[config.mk]
export PLATFORM = sky130hd
export DESIGN_NAME = cpc_bus_initiator
export DESIGN_NICKNAME = d
export VERILOG_FILES = /design/src/rtl/cpc_bus_initiator.sv
export SDC_FILE = /design/constraint.sdc
export NUM_CORES = 1
export LEC_CHECK = 0
export CAP_MARGIN = 25
export CORE_AREA = 5 5 84 86
export DETAILED_ROUTE_END_ITERATION = 8
export DIE_AREA = 0 0 89 91
export PLACE_DENSITY = 0.77
export SYNTH_ARGS = -nofsm -noshare
export SYNTH_HDL_FRONTEND = slang
export SYNTH_SLANG_ARGS = --single-unit
[constraint.sdc]
create_clock -name CLK -period 3.9 [get_ports CLK]
set_input_delay 1.17 -clock CLK [delete_from_list [all_inputs] [get_ports CLK]]
set_output_delay 1.17 -clock CLK [all_outputs]
set_load 0.01 [all_outputs]
[src/rtl/cpc_bus_initiator.sv]
// Purpose: Z80-style bus-cycle initiator that turns one host request into one CPC memory or IO read/write cycle.
// Latency: accept edge to rsp_valid is 4 cycles for memory and 4+IO_WAIT for IO; each READY wait state adds 1.
// Backpressure: req_ready is high only in IDLE, including the rsp_valid cycle. READY low stretches the cycle up to MAX_WAIT waits, then the cycle aborts.
//
// Ports:
//   CLK, RESET_B             bus clock (rising edge) and asynchronous active-low reset
//   req_valid/req_ready      host handshake; req_io, req_wr, req_addr, req_wdata are latched on accept
//   rsp_valid/rsp_rdata/rsp_err
//                            one-cycle completion pulse with read data, or the abort flag
//   A, D_OUT, D_OE, D_IN     address bus and split data bus
//   MREQ_B, IOREQ_B, RD_B, WR_B
//                            active-low cycle strobes
//   M1_B, RFSH_B             tied high
//   READY                    low requests a wait state
module cpc_bus_initiator #(
    parameter int IO_WAIT  = 1,
    parameter int MAX_WAIT = 16
) (
    input  logic        CLK,
    input  logic        RESET_B,
    input  logic        req_valid,
    output logic        req_ready,
    input  logic        req_io,
    input  logic        req_wr,
    input  logic [15:0] req_addr,
    input  logic [7:0]  req_wdata,
    output logic        rsp_valid,
    output logic [7:0]  rsp_rdata,
    output logic        rsp_err,
    output logic [15:0] A,
    output logic [7:0]  D_OUT,
    output logic        D_OE,
    input  logic [7:0]  D_IN,
    output logic        MREQ_B,
    output logic        IOREQ_B,
    output logic        RD_B,
    output logic        WR_B,
    output logic        M1_B,
    output logic        RFSH_B,
    input  logic        READY
);

    typedef enum logic [2:0] {
        S_IDLE,
        S_T1,
        S_T2,
        S_TWA,
        S_TW,
        S_T3
    } state_t;

    state_t     state;
    state_t     state_nxt;
    logic [7:0] wait_cnt;
    logic [7:0] wait_cnt_nxt;
    logic       io_q;
    logic       wr_q;
    logic       accept;
    logic       done_ok;
    logic       done_err;
    logic       wr_eff;
    logic       strb_nxt;

    assign req_ready = (state == S_IDLE);
    assign M1_B      = 1'b1;
    assign RFSH_B    = 1'b1;

    // wait_cnt is shared: it counts the automatic IO waits in TWA, then restarts at zero to count READY waits in TW.
    always_comb begin
        state_nxt    = state;
        wait_cnt_nxt = wait_cnt;
        accept       = 1'b0;
        done_ok      = 1'b0;
        done_err     = 1'b0;
        case (state)
            S_IDLE: begin
                if (req_valid) begin
                    accept    = 1'b1;
                    state_nxt = S_T1;
                end
            end
            S_T1: state_nxt = S_T2;
            S_T2: begin
                wait_cnt_nxt = 8'd0;
                if (io_q && (IO_WAIT > 0)) begin
                    state_nxt = S_TWA;
                end else begin
                    state_nxt = READY ? S_T3 : S_TW;
                end
            end
            S_TWA: begin
                if (wait_cnt == 8'(IO_WAIT - 1)) begin
                    wait_cnt_nxt = 8'd0;
                    state_nxt    = READY ? S_T3 : S_TW;
                end else begin
                    wait_cnt_nxt = wait_cnt + 8'd1;
                end
            end
            S_TW: begin
                if (READY) begin
                    state_nxt = S_T3;
                end else if (wait_cnt == 8'(MAX_WAIT - 1)) begin
                    // This is the last allowed wait state, so abort the cycle.
                    state_nxt = S_IDLE;
                    done_err  = 1'b1;
                end else begin
                    wait_cnt_nxt = wait_cnt + 8'd1;
                end
            end
            S_T3: begin
                state_nxt = S_IDLE;
                done_ok   = 1'b1;
            end
            default: state_nxt = S_IDLE;
        endcase
    end

    // The bus outputs are decoded from the next state and then registered, so the strobes are glitch-free.
    // During the accept cycle the direction comes from the request, because wr_q is not loaded yet.
    assign wr_eff   = accept ? req_wr : wr_q;
    assign strb_nxt = (state_nxt == S_T2) || (state_nxt == S_TWA) ||
                      (state_nxt == S_TW) || (state_nxt == S_T3);

    always_ff @(posedge CLK or negedge RESET_B) begin
        if (!RESET_B) begin
            state     <= S_IDLE;
            wait_cnt  <= 8'd0;
            io_q      <= 1'b0;
            wr_q      <= 1'b0;
            A         <= 16'h0000;
            D_OUT     <= 8'h00;
            D_OE      <= 1'b0;
            MREQ_B    <= 1'b1;
            IOREQ_B   <= 1'b1;
            RD_B      <= 1'b1;
            WR_B      <= 1'b1;
            rsp_valid <= 1'b0;
            rsp_err   <= 1'b0;
            rsp_rdata <= 8'h00;
        end else begin
            state    <= state_nxt;
            wait_cnt <= wait_cnt_nxt;
            if (accept) begin
                io_q <= req_io;
                wr_q <= req_wr;
                A    <= req_addr;
                if (req_wr) begin
                    D_OUT <= req_wdata;
                end
            end
            D_OE      <= (state_nxt != S_IDLE) && wr_eff;
            MREQ_B    <= !(strb_nxt && !io_q);
            IOREQ_B   <= !(strb_nxt && io_q);
            RD_B      <= !(strb_nxt && !wr_q);
            WR_B      <= !(strb_nxt && wr_q);
            rsp_valid <= done_ok || done_err;
            rsp_err   <= done_err;
            if (done_ok) begin
                rsp_rdata <= wr_q ? 8'h00 : D_IN;
            end else if (done_err) begin
                rsp_rdata <= 8'h00;
            end
        end
    end

endmodule
==> run metrics <==
outcome=finished, final reports clean; Post-Place Cells=323; CP Launch Type=register; Cell Chain, Critical Path=nor3_1, clkdlybuf4s50_1; first-pass GRT wire length=8300 µm; CTS Buf Count=5; # IOs=80; cells after synthesis=175; FP Rows=29; Tightest Hold Check Type=reg -> reg; TNS Setup=0 ns; detailed-route wire length per cell=15.3 µm; die footprint=0.00810 mm²; CTS Hold Bufs=0; share of cells above drive strength 1=0.201; vias in the first global route=1,702; TritonCTS clock tree=built; count of cell types in the netlist=48; fillers=570; gr ovfl total=0; Multi-input gate area=911 µm²; fin crit share=0.734; max_cap viols=0; DRC errors left=0; Placed Instance Area=0.00311 mm²; crit end category=output port; Bufs and invs on worst path=1; Internal=1510 µW; CP max-delay cell=clkdlybuf4s50_1; commonest non-fill, non-tap cell in the layout=clkdlybuf4s50_1; largest net degree at the start of global routing=32; Clock power frac=0.137; register share of total power=0.412; Worst-Margin Slew=0.694 ns; CTS Buffer Depth=2; Slew Limit Fails=0; critical setup path kind=reg -> out; total power=2240 µW; antenna violations before repair=0; Die Wd=89 µm; worst setup margin=1.04 ns; Setup violations, final=0; Mapped Area=0.00227 mm²; Starting Density=0.367; CTS root buf=clkbuf_8; Via Count=1,664; clk sinks=52; Relative slew margins=0.537; power density cells=699 mW/mm²; most frequent cells in the layout=clkdlybuf4s50_1 (76), dfrtp_1 (48), mux2_2 (25); Port Buffer Count=77; RSZ-0062 raised after global routing=no; post-route cell area=0.00320 mm²; Sw Ratio=0.326; Avg Cell Area, Syn=13.0 µm²; post_cts resized=0; largest fanout on the critical path=11; DR vias/cell=5.03; Psw=728 µW; total track usage=0.129; crit path time final=2.86 ns; Ant. Diodes=0; Iter 0 DRT Violations=78; CP peak stage delay=0.57 ns; synthesis-stage register bit count=52; fraction of registers with async set/reset=1.00; share of the yosys chip area belonging to registers=0.574; Die Ht=91 µm; ys flop type=dfrtp_1; crit path DAT=1.69 ns; core area=0.00620 mm²; clock skew=0.00751 ns; Post-CTS Setup Inserts=0; worst ir drop on vdd=343 µV; Critical Path RT=2.73 ns; fin cells=331; Fin. Hold Viols=0; Total Wirelength=5060 µm; leakage power=0.00131 µW; Top delay family on crit path=buffers and inverters; dpl hpwl=3760 µm; Max Freq=349 MHz; iteration count of the initial detailed-routing pass=4; gp weighted congestion=0.835; synthesis-to-finish area growth=40.6%; dpl ws=0.910 ns; Worst-path clk slew=0.09 ns; combinational power share=0.451; synth warn=0; nets@finish=293; Post-DRT Antenna Nets=0; htree depth=2; Post-synth EDFFs=0; storage element area=0.00131 mm²; worst skew pair latency=0.30 ns
## cell usage after synthesis (4+ instances only)
cell | number | area share
a21oi_1 | 7 | 0.015
o21ai_0 | 5 | 0.011
dfstp_2 | 4 | 0.046
inv_1 | 4 | 0.0066
nand2_1 | 8 | 0.013
mux2_2 | 25 | 0.12
dfrtp_1 | 48 | 0.53
a22o_1 | 8 | 0.031
## power groups by stage
| stage | combinational, µW | sequential (µW) | clock, µW |
|---|---|---|---|
| after detailed placement | 1020 | 931 | 0 |
| after global placement | 1000 | 931 | 0 |
| after CTS | 1030 | 923 | 319 |
| after floorplan | 432 | 977 | 0 |
| after global routing | 1090 | 958 | 340 |
| final | 1010 | 922 | 305 |
## sequential cells by signal (all words and copies together), names as in the netlist, 3 cells and up
name       cells
A             16
D_OUT          8
rsp_rdata      8
wait_cnt       8
state          3
## routing by layer
layer  GRT usage  part of all wire  routed length [µm]  vias to the layer above
li1            -                 -                   -                      791
met1       0.166              0.42                2130                      801
met2       0.202              0.47                2350                       64
met3      0.0534              0.10                 505                        8
met4      0.0298             0.012                  62                        0
met5           0                 0                   0                        -
## cells by family after synthesis
family,after synthesis,synth area share
flip-flops,52,0.574
multiplexers,28,0.137
AND/OR/NAND/NOR,38,0.106
adder cells (fa/ha/maj),2,0.0110
buffers and inverters,13,0.0297
AO/OA/AOI/OAI,41,0.140
other,1,0.00165
## path summary, 6_finish.rpt
kind	from	endpoint	slack, ns	cells past startpoint
max in group asynchronous	RESET_B	MREQ_B	2.19	2
worst max register to register	wait_cnt[4]	D_OE	1.94	4
worst min register to register	wr_q	WR_B	0.44	1
min in group asynchronous	RESET_B	wait_cnt[6]	0.90	1
worst min-delay path	wr_q	WR_B	0.44	1
worst max-delay path	state[2]	req_ready	1.04	2
## final cells by class
cell class,instances,area share
Sequential cell,52,0.408
Multi-Input combinational cell,111,0.285
Timing Repair Buffer,79,0.244
Tap cell,77,0.0301
Clock buffer,6,0.0227
Clock inverter,2,0.00509
Inverter,4,0.00469
## through the flow
| step | util | hold WS [ns] |
|---|---|---|
| 2_1_floorplan | - | 0.412 |
| 3_3_place_gp | 0.501 | 0.444 |
| 3_5_place_dp | 0.501 | 0.437 |
| 4_1_cts | 0.515 | 0.452 |
| 5_1_grt | 0.515 | 0.469 |
| 6_report | 0.515 | 0.442 |
No activity file was read; power rests on OpenSTA's default activity.
